$ cat src/rtl/ex_stage_seq_ctrl_pkg.sv
// Shared EX-stage control definitions: opcodes, ALU/operand-source codes, FSM states and the control word.
package ex_ctrl_pkg;

  localparam logic [3:0] OP_LOAD  = 4'b0000;
  localparam logic [3:0] OP_STORE = 4'b0010;
  localparam logic [3:0] OP_ADD   = 4'b0100;
  localparam logic [3:0] OP_BZ    = 4'b0101;
  localparam logic [3:0] OP_SUB   = 4'b0110;
  localparam logic [3:0] OP_NAND  = 4'b1000;
  localparam logic [3:0] OP_BNZ   = 4'b1001;
  localparam logic [3:0] OP_STOP  = 4'b1010;
  localparam logic [3:0] OP_BPZ   = 4'b1101;
  // Shift and ori are identified by the low three bits only.
  localparam logic [2:0] OP3_SHIFT = 3'b011;
  localparam logic [2:0] OP3_ORI   = 3'b111;

  localparam logic [2:0] ALU_ADD   = 3'b000;
  localparam logic [2:0] ALU_SUB   = 3'b001;
  localparam logic [2:0] ALU_OR    = 3'b010;
  localparam logic [2:0] ALU_NAND  = 3'b011;
  localparam logic [2:0] ALU_SHIFT = 3'b100;

  localparam logic [1:0] SRC_REG  = 2'b00;
  localparam logic [1:0] SRC_BOFS = 2'b01;
  localparam logic [1:0] SRC_ZIMM = 2'b10;
  localparam logic [1:0] SRC_SIMM = 2'b11;

  typedef logic [2:0] state_t;
  localparam state_t ST_IDLE     = 3'd0;
  localparam state_t ST_EXEC     = 3'd1;
  localparam state_t ST_MEM_WAIT = 3'd2;
  localparam state_t ST_ERR      = 3'd3;
  localparam state_t ST_HALT     = 3'd4;

  typedef enum logic [1:0] {
    BR_NONE = 2'd0,
    BR_Z    = 2'd1,
    BR_NZ   = 2'd2,
    BR_PZ   = 2'd3
  } br_kind_e;

  typedef struct packed {
    logic [2:0] alu_op;
    logic [1:0] alu_src;
    logic       flag_write;
    logic       alu_out_wr;
    logic       ir4_load;
    logic       is_load;
    logic       is_store;
    logic       is_stop;
    br_kind_e   br_kind;
  } ctrl_t;

  function automatic logic br_eval(input br_kind_e kind, input logic n, input logic z);
    case (kind)
      BR_Z:    return z;
      BR_NZ:   return !z;
      BR_PZ:   return !n;
      default: return 1'b0;
    endcase
  endfunction

endpackage

$ cat src/rtl/ex_stage_seq_ctrl_if.sv
// IR3 handshake, flag/memory inputs and EX control outputs; slave is the controller, master its environment.
interface ex_stage_seq_ctrl_if #(
  parameter int IR_W    = 8,
  parameter int ALUOP_W = 3,
  parameter int CNT_W   = 16
);
  logic              ir_valid;
  logic [IR_W-1:0]   ir;
  logic              ir_ready;
  logic              flush;
  logic              flag_n;
  logic              flag_z;
  logic              mem_ack;
  logic [ALUOP_W-1:0] alu_op;
  logic [1:0]        alu_src;
  logic              flag_write;
  logic              alu_out_wr;
  logic              mem_read;
  logic              mem_write;
  logic              mdr_load;
  logic              ir4_load;
  logic              br_taken;
  logic              mem_err;
  logic              halted;
  logic [CNT_W-1:0]  stall_cnt;

  modport master (
    output ir_valid, ir, flush, flag_n, flag_z, mem_ack,
    input  ir_ready, alu_op, alu_src, flag_write, alu_out_wr, mem_read, mem_write,
           mdr_load, ir4_load, br_taken, mem_err, halted, stall_cnt
  );

  modport slave (
    input  ir_valid, ir, flush, flag_n, flag_z, mem_ack,
    output ir_ready, alu_op, alu_src, flag_write, alu_out_wr, mem_read, mem_write,
           mdr_load, ir4_load, br_taken, mem_err, halted, stall_cnt
  );
endinterface

$ cat src/rtl/ex_stage_seq_ctrl_decode.sv
// Combinational IR3 decode into the EX control word; unlisted opcodes decode to an all-zero NOP.
module ex_decode
  import ex_ctrl_pkg::*;
#(
  parameter int IR_W = 8
) (
  input  logic [IR_W-1:0] ir_i,
  output ctrl_t           cw_o
);

  logic unused_ir_hi;
  assign unused_ir_hi = ^ir_i[IR_W-1:4];

  always_comb begin
    cw_o = '0;
    if (ir_i[2:0] == OP3_SHIFT) begin
      cw_o.alu_op     = ALU_SHIFT;
      cw_o.alu_src    = SRC_SIMM;
      cw_o.flag_write = 1'b1;
      cw_o.alu_out_wr = 1'b1;
      cw_o.ir4_load   = 1'b1;
    end else if (ir_i[2:0] == OP3_ORI) begin
      cw_o.alu_op     = ALU_OR;
      cw_o.alu_src    = SRC_ZIMM;
      cw_o.flag_write = 1'b1;
      cw_o.alu_out_wr = 1'b1;
      cw_o.ir4_load   = 1'b1;
    end else begin
      case (ir_i[3:0])
        OP_ADD, OP_SUB, OP_NAND: begin
          cw_o.alu_op     = (ir_i[3:0] == OP_ADD) ? ALU_ADD :
                            (ir_i[3:0] == OP_SUB) ? ALU_SUB : ALU_NAND;
          cw_o.alu_src    = SRC_REG;
          cw_o.flag_write = 1'b1;
          cw_o.alu_out_wr = 1'b1;
          cw_o.ir4_load   = 1'b1;
        end
        OP_LOAD:  cw_o.is_load  = 1'b1;
        OP_STORE: cw_o.is_store = 1'b1;
        OP_STOP:  cw_o.is_stop  = 1'b1;
        OP_BZ, OP_BNZ, OP_BPZ: begin
          // Branches still move on to IR4; only the target adder operand changes.
          cw_o.alu_src  = SRC_BOFS;
          cw_o.ir4_load = 1'b1;
          cw_o.br_kind  = (ir_i[3:0] == OP_BZ)  ? BR_Z :
                          (ir_i[3:0] == OP_BNZ) ? BR_NZ : BR_PZ;
        end
        default: cw_o = '0;
      endcase
    end
  end

endmodule

$ cat src/rtl/ex_stage_seq_ctrl.sv
// Sequenced EX-stage control: registers the decoded IR3 word, holds the pipe across memory req/ack with timeout,
// resolves branches and halts on STOP. EX_STALL_CNT_EN enables the saturating MEM_WAIT stall counter.
module ex_stage_seq_ctrl
  import ex_ctrl_pkg::*;
#(
  parameter int IR_W        = 8,
  parameter int ALUOP_W     = 3,
  parameter int MEM_TIMEOUT = 15,
  parameter int CNT_W       = 16
) (
  input  logic                clock,
  input  logic                reset,
  ex_stage_seq_ctrl_if.slave  bus
);

  localparam int WAIT_W = $clog2(MEM_TIMEOUT + 1);
  localparam logic [WAIT_W-1:0] WAIT_MAX = WAIT_W'(MEM_TIMEOUT);

  state_t            state_q, state_d;
  ctrl_t             cw_q, cw_d;
  ctrl_t             dec_cw;
  logic [WAIT_W-1:0] wait_q, wait_d;
  logic              ready;
  logic              flush_eff;
  logic              accept;

  ex_decode #(.IR_W(IR_W)) u_decode (
    .ir_i (bus.ir),
    .cw_o (dec_cw)
  );

  always_comb begin
    case (state_q)
      ST_IDLE, ST_EXEC: ready = 1'b1;
      ST_MEM_WAIT:      ready = bus.mem_ack;
      default:          ready = 1'b0;
    endcase
  end

  // Flush only has meaning while an instruction could be in or entering EXEC.
  assign flush_eff    = bus.flush && (state_q == ST_IDLE || state_q == ST_EXEC);
  assign accept       = bus.ir_valid && ready && !flush_eff;
  assign bus.ir_ready = ready;

  always_comb begin
    state_d = state_q;
    cw_d    = cw_q;
    wait_d  = wait_q;
    case (state_q)
      ST_IDLE, ST_EXEC, ST_ERR: state_d = ST_IDLE;
      ST_MEM_WAIT: begin
        if (bus.mem_ack) begin
          state_d = ST_IDLE;
        end else if (wait_q >= WAIT_MAX) begin
          state_d = ST_ERR;
        end else begin
          wait_d = wait_q + 1'b1;
        end
      end
      ST_HALT: state_d = ST_HALT;
      default: state_d = ST_IDLE;
    endcase
    if (accept) begin
      cw_d   = dec_cw;
      wait_d = WAIT_W'(1);
      if (dec_cw.is_load || dec_cw.is_store) begin
        state_d = ST_MEM_WAIT;
      end else if (dec_cw.is_stop) begin
        state_d = ST_HALT;
      end else begin
        state_d = ST_EXEC;
      end
    end
  end

  always_ff @(posedge clock) begin
    if (reset) begin
      state_q <= ST_IDLE;
      cw_q    <= '0;
      wait_q  <= '0;
    end else begin
      state_q <= state_d;
      cw_q    <= cw_d;
      wait_q  <= wait_d;
    end
  end

  always_comb begin
    bus.alu_op     = '0;
    bus.alu_src    = '0;
    bus.flag_write = 1'b0;
    bus.alu_out_wr = 1'b0;
    bus.mem_read   = 1'b0;
    bus.mem_write  = 1'b0;
    bus.mdr_load   = 1'b0;
    bus.ir4_load   = 1'b0;
    bus.br_taken   = 1'b0;
    bus.mem_err    = 1'b0;
    bus.halted     = 1'b0;
    case (state_q)
      ST_EXEC: begin
        if (!bus.flush) begin
          bus.alu_op     = ALUOP_W'(cw_q.alu_op);
          bus.alu_src    = cw_q.alu_src;
          bus.flag_write = cw_q.flag_write;
          bus.alu_out_wr = cw_q.alu_out_wr;
          bus.ir4_load   = cw_q.ir4_load;
          bus.br_taken   = br_eval(cw_q.br_kind, bus.flag_n, bus.flag_z);
        end
      end
      ST_MEM_WAIT: begin
        // Requests stay asserted until the ack cycle or the timeout abort.
        bus.mem_read  = cw_q.is_load;
        bus.mem_write = cw_q.is_store;
        if (bus.mem_ack) begin
          bus.ir4_load = 1'b1;
          bus.mdr_load = cw_q.is_load;
        end
      end
      ST_ERR:  bus.mem_err = 1'b1;
      ST_HALT: bus.halted  = 1'b1;
      default: ;
    endcase
  end

`ifdef EX_STALL_CNT_EN
  logic [CNT_W-1:0] stall_q, stall_d;

  always_comb begin
    stall_d = stall_q;
    if (state_q == ST_MEM_WAIT && stall_q != {CNT_W{1'b1}}) begin
      stall_d = stall_q + 1'b1;
    end
  end

  always_ff @(posedge clock) begin
    if (reset) begin
      stall_q <= '0;
    end else begin
      stall_q <= stall_d;
    end
  end

  assign bus.stall_cnt = stall_q;
`else
  assign bus.stall_cnt = '0;
`endif

endmodule

$ cat src/flat_wrapper.sv
// flat-port wrapper written by rule: the top's interface ports become plain ports
module ex_stage_seq_ctrl_flat import ex_ctrl_pkg::*;
#(
  parameter int IR_W        = 8,
  parameter int ALUOP_W     = 3,
  parameter int MEM_TIMEOUT = 15,
  parameter int CNT_W       = 16
)
  (clock, reset, bus_ir_valid, bus_ir, bus_flush, bus_flag_n, bus_flag_z, bus_mem_ack, bus_ir_ready, bus_alu_op, bus_alu_src, bus_flag_write, bus_alu_out_wr, bus_mem_read, bus_mem_write, bus_mdr_load, bus_ir4_load, bus_br_taken, bus_mem_err, bus_halted, bus_stall_cnt);
  ex_stage_seq_ctrl_if #(.IR_W(IR_W), .ALUOP_W(ALUOP_W), .CNT_W(CNT_W)) bus_i ();
  input  logic clock;
  input  logic reset;
  input wire logic [$bits(bus_i.ir_valid)-1:0] bus_ir_valid;
  input wire logic [$bits(bus_i.ir)-1:0] bus_ir;
  input wire logic [$bits(bus_i.flush)-1:0] bus_flush;
  input wire logic [$bits(bus_i.flag_n)-1:0] bus_flag_n;
  input wire logic [$bits(bus_i.flag_z)-1:0] bus_flag_z;
  input wire logic [$bits(bus_i.mem_ack)-1:0] bus_mem_ack;
  output wire logic [$bits(bus_i.ir_ready)-1:0] bus_ir_ready;
  output wire logic [$bits(bus_i.alu_op)-1:0] bus_alu_op;
  output wire logic [$bits(bus_i.alu_src)-1:0] bus_alu_src;
  output wire logic [$bits(bus_i.flag_write)-1:0] bus_flag_write;
  output wire logic [$bits(bus_i.alu_out_wr)-1:0] bus_alu_out_wr;
  output wire logic [$bits(bus_i.mem_read)-1:0] bus_mem_read;
  output wire logic [$bits(bus_i.mem_write)-1:0] bus_mem_write;
  output wire logic [$bits(bus_i.mdr_load)-1:0] bus_mdr_load;
  output wire logic [$bits(bus_i.ir4_load)-1:0] bus_ir4_load;
  output wire logic [$bits(bus_i.br_taken)-1:0] bus_br_taken;
  output wire logic [$bits(bus_i.mem_err)-1:0] bus_mem_err;
  output wire logic [$bits(bus_i.halted)-1:0] bus_halted;
  output wire logic [$bits(bus_i.stall_cnt)-1:0] bus_stall_cnt;
  assign bus_i.ir_valid = bus_ir_valid;
  assign bus_i.ir = bus_ir;
  assign bus_i.flush = bus_flush;
  assign bus_i.flag_n = bus_flag_n;
  assign bus_i.flag_z = bus_flag_z;
  assign bus_i.mem_ack = bus_mem_ack;
  assign bus_ir_ready = bus_i.ir_ready;
  assign bus_alu_op = bus_i.alu_op;
  assign bus_alu_src = bus_i.alu_src;
  assign bus_flag_write = bus_i.flag_write;
  assign bus_alu_out_wr = bus_i.alu_out_wr;
  assign bus_mem_read = bus_i.mem_read;
  assign bus_mem_write = bus_i.mem_write;
  assign bus_mdr_load = bus_i.mdr_load;
  assign bus_ir4_load = bus_i.ir4_load;
  assign bus_br_taken = bus_i.br_taken;
  assign bus_mem_err = bus_i.mem_err;
  assign bus_halted = bus_i.halted;
  assign bus_stall_cnt = bus_i.stall_cnt;
  ex_stage_seq_ctrl #(.IR_W(IR_W), .ALUOP_W(ALUOP_W), .MEM_TIMEOUT(MEM_TIMEOUT), .CNT_W(CNT_W)) u_core (.clock(clock), .reset(reset), .bus(bus_i));
endmodule
$ cat config.mk
export PLATFORM = sky130hd
export DESIGN_NAME = ex_stage_seq_ctrl_flat
export DESIGN_NICKNAME = d
export VERILOG_FILES = /design/src/rtl/ex_stage_seq_ctrl_pkg.sv /design/src/rtl/ex_stage_seq_ctrl_if.sv /design/src/rtl/ex_stage_seq_ctrl_decode.sv /design/src/rtl/ex_stage_seq_ctrl.sv /design/src/flat_wrapper.sv
export SDC_FILE = /design/constraint.sdc
export NUM_CORES = 1
export LEC_CHECK = 0
export CAP_MARGIN = 20
export CORE_AREA = 2 2 43 84
export CTS_BUF_LIST = sky130_fd_sc_hd__clkbuf_16
export CTS_CLUSTER_SIZE = 16
export DETAILED_ROUTE_END_ITERATION = 10
export DIE_AREA = 0 0 45 86
export PLACE_DENSITY = 0.72
export SETUP_SLACK_MARGIN = 0.02
export SLEW_MARGIN = 10
export SYNTH_ARGS = -nofsm -noshare
export SYNTH_HDL_FRONTEND = slang
export SYNTH_SLANG_ARGS = --single-unit
$ cat constraint.sdc
create_clock -name clock -period 2 [get_ports clock]
set_input_delay 0.2 -clock clock [delete_from_list [all_inputs] [get_ports clock]]
set_output_delay 0.2 -clock clock [all_outputs]
set_load 0.005 [all_outputs]
==> key figures <==
Routing
  • Vias after detailed routing: 1238
  • Met1 WL: 1210 um
  • Highest Signal Layer: met4
  • DR WL met2: 1880 um
  • WL met3: 140 um
  • Post-route DRC violation count: 0
  • Drt wl/cell: 15.3 um
  • Detail Route Antenna Nets: 0
  • Via density: 5.73
  • Initial DRC count: 31
  • Initial DRT Pass Iterations: 6
  • Drt total wl: 3300 um

Setup path
  • Critical Path End: bus_br_taken
  • Worst Setup Start Kind: primary input
  • Reg2reg setup slack: 0.37 ns
  • Critical path capture point type: output pin
  • WP data arrival: 1.71 ns
  • Crit Reg-Reg Endpoint: u_core.wait_q[0]$_SDFFE_PP0P_
  • CP required: 1.80 ns
  • Crit Path Max Fanout: 3
  • WS Path Type: in2out
  • Worst r2r src: u_core.state_q[0]$_SDFFE_PP0P_
  • Reg2Reg Depth: 5
  • Critical path origin: bus_flush

Synthesis
  • Synth Instances: 157
  • Synth Area per Inst: 8.14 um^2
  • Post-synthesis mux area share: 0.0479
  • Synth Area in Adders: 0.00978
  • EDFF count, synth: 0
  • Yosys cell types: 47
  • Yosys warning count: 0
  • Cell Area, Synth: 1280 um^2
  • Area contributors post-synth: dfxtp_1, buf_4, nand2_1
  • Synth Area in Simple Gates: 0.325
  • Dominant cell type by area after synthesis: dfxtp_1
  • Compound-Gate Fraction of Synth Area: 0.184
  • #FFs+latches synth: 18
  • Seq/Total Area, Yosys: 0.282
  • Async SR Flop Fraction: 0
  • Post-Synth XOR/XNOR Area: 0
  • Main synth FF type: dfxtp_1
  • Largest family of logic cells by synthesized area: simple AND/OR/NAND/NOR gates
  • Yosys top cell area share: 0.282

STA
  • RSZ-0062 raised after global routing: no
  • Final Hold Viols: 0
  • Fin crit share: 0.956
  • Worst hold slack: 0.466 ns
  • Endpoints failing setup: 0
  • Pins over their slew limit: 0
  • FMAX: 523 MHz
  • Fin crit period: 1.91 ns
  • Final Skew: 0.00163 ns

Floorplanning
  • Io pins: 46
  • Die height: 86 um
  • Core area: 3190 um^2
  • Cell row count: 29
  • Die X: 45 um
  • Initial core utilization: 0.400
  • Die ar.: 3870 um^2

Clock tree
  • Clock buffer depth: 2
  • Clock root cell: clkbuf_16
  • H-tree levels: 1
  • Num CTS Buffers: 3
  • Worst-path clk slew: 0.05 ns
  • Clk sinks: 18
  • CTS tree: built
  • Clock Latency Late Sink: 0.25 ns

GRT
  • GRT Resource Usage Total: 0.180
  • Global-route wire length before repair: 5180 um
  • Largest net degree at the start of global routing: 14
  • Initial antenna violation count: 0
  • Grt ovf: 0
  • Number of global-route vias before repair: 1156

Placement
  • Dpl cell area: 1510 um^2
  • Port bufs: 25
  • HPWL Detailed: 2390 um
  • Gpl congestion: 0.788

Pwr
  • Internal: 0.000691 W
  • Clock network fraction of total power: 0.446
  • Combinational Power Share: 0.139
  • Leak: 0.665 nW
  • Sw frac: 0.242
  • Sequential Power Share: 0.414
  • PD cells: 566 nW/um^2
  • Net switching power: 0.000221 W
  • Peak supply drop: 0.000333 V

Run
  • Max Cap Viol: 0

Finish
  • Ant. Diodes: 0
  • Finished Cell Area: 1610 um^2
  • Share of cells above drive strength 1: 0.124
  • Layout Nets: 202
  • Commonest non-fill, non-tap cell in the layout: dfxtp_1
  • Commonest non-fill, non-tap cells in the layout: dfxtp_1, clkdlybuf4s50_1, conb_1
  • # fillers: 316
  • Area Overhead vs Synth: 26.0%

Hold path
  • Hold Path Depth: 2
  • Worst Hold Class: reg2reg

Status
  • Status: complete, no violations
[metal layers]
metal,vias up,GRT usage
met1,585,0.181
met2,50,0.334
met3,5,0.0189
met4,0,0.0963
met5,-,0
li1,598,-
[worst min-delay path by stage]
| stage | start | end | slack [ns] |
|---|---|---|---|
| floorplan | bus_ir[2] | u_core.state_q[2]$_SDFFE_PP0P_ | 0.38 |
| global placement | u_core.cw_q[11]$_SDFFE_PP0P_ | u_core.cw_q[11]$_SDFFE_PP0P_ | 0.45 |
| detailed placement | u_core.cw_q[11]$_SDFFE_PP0P_ | u_core.cw_q[11]$_SDFFE_PP0P_ | 0.46 |
| CTS | u_core.cw_q[11]$_SDFFE_PP0P_ | u_core.cw_q[11]$_SDFFE_PP0P_ | 0.47 |
| global route | u_core.cw_q[3]$_SDFFE_PP0P_ | u_core.cw_q[3]$_SDFFE_PP0P_ | 0.49 |
| finish | u_core.cw_q[11]$_SDFFE_PP0P_ | u_core.cw_q[11]$_SDFFE_PP0P_ | 0.47 |
[synthesized netlist by cell type, drive strengths merged (3+ instances only)]
library cell,count
buf,21
and3b,3
nor2,5
nor3b,5
mux2i,5
o2111ai,4
and2,8
a21oi,4
a31oi,8
nand2,14
nor2b,4
clkbuf,8
o21ai,6
and3,4
nand3,10
dfxtp,18
[power by group through the flow]
| stage | logic (W) | clock network, W | registers, W |
|---|---|---|---|
| after floorplan | 0.0000981 | 0 | 0.000382 |
| after global placement | 0.000117 | 0 | 0.000384 |
| after detailed placement | 0.000121 | 0 | 0.000385 |
| after CTS | 0.000125 | 0.000410 | 0.000378 |
| after global routing | 0.000140 | 0.000425 | 0.000379 |
| final | 0.000127 | 0.000407 | 0.000378 |
[flip-flops by register name, summed over array words and instances (netlist names)]
signal / cells
u_core.wait_q: 4
u_core.cw_q: 11
u_core.state_q: 3
[per-stage QoR]
step / cells / utilization / TNS (ns) / power [W] / setup WS [ns]
finish: 216 / 0.505 / 0 / 0.000912 / 0.0878
CTS: 215 / 0.501 / 0 / 0.000913 / 0.0792
floorplan: 172 / - / 0 / 0.000480 / 0.431
detailed placement: 209 / 0.474 / -0.676 / 0.000506 / -0.118
global route: 216 / 0.505 / 0 / 0.000943 / 0.0249
global placement: 209 / 0.474 / -0.352 / 0.000501 / -0.0560
[worst max-delay path: stages]
cell             delay [ns]
clkdlybuf4s50_1        0.43
or2_1                  0.27
nor3b_2                0.17
buf_4                  0.15
buf_4                  0.12
and3_1                 0.14
dlygate4sd2_1          0.23
[area by class of cell]
type	count	area, um^2	area share
clock buffers	3	75.1	0.0466
multi-input cells	124	792	0.491
repair buffers	38	338	0.210
clock inverters	1	3.75	0.00233
flip-flops and latches	18	360	0.224
inverters	1	3.75	0.00233
well taps	31	38.8	0.0241
[logic make-up (layout without fill, tap and decap cells)]
kind of cell,count (synthesis),in the layout
flip-flops,18,18
multiplexers,6,6
other,1,16
buffers and inverters,30,43
AND/OR/NAND/NOR,68,68
AO/OA/AOI/OAI,33,33
adder cells (fa/ha/maj),1,1
[what timing repair did]
| item | CTS | global route |
|---|---|---|
| setup endpoints to repair | 8 | 3 |
| hold buffers | 0 | 0 |
| pin swaps | 2 | 0 |
| buffers inserted | 2 | 1 |
| resized for setup | 9 | 1 |
No activity file was read; power rests on OpenSTA's default activity.
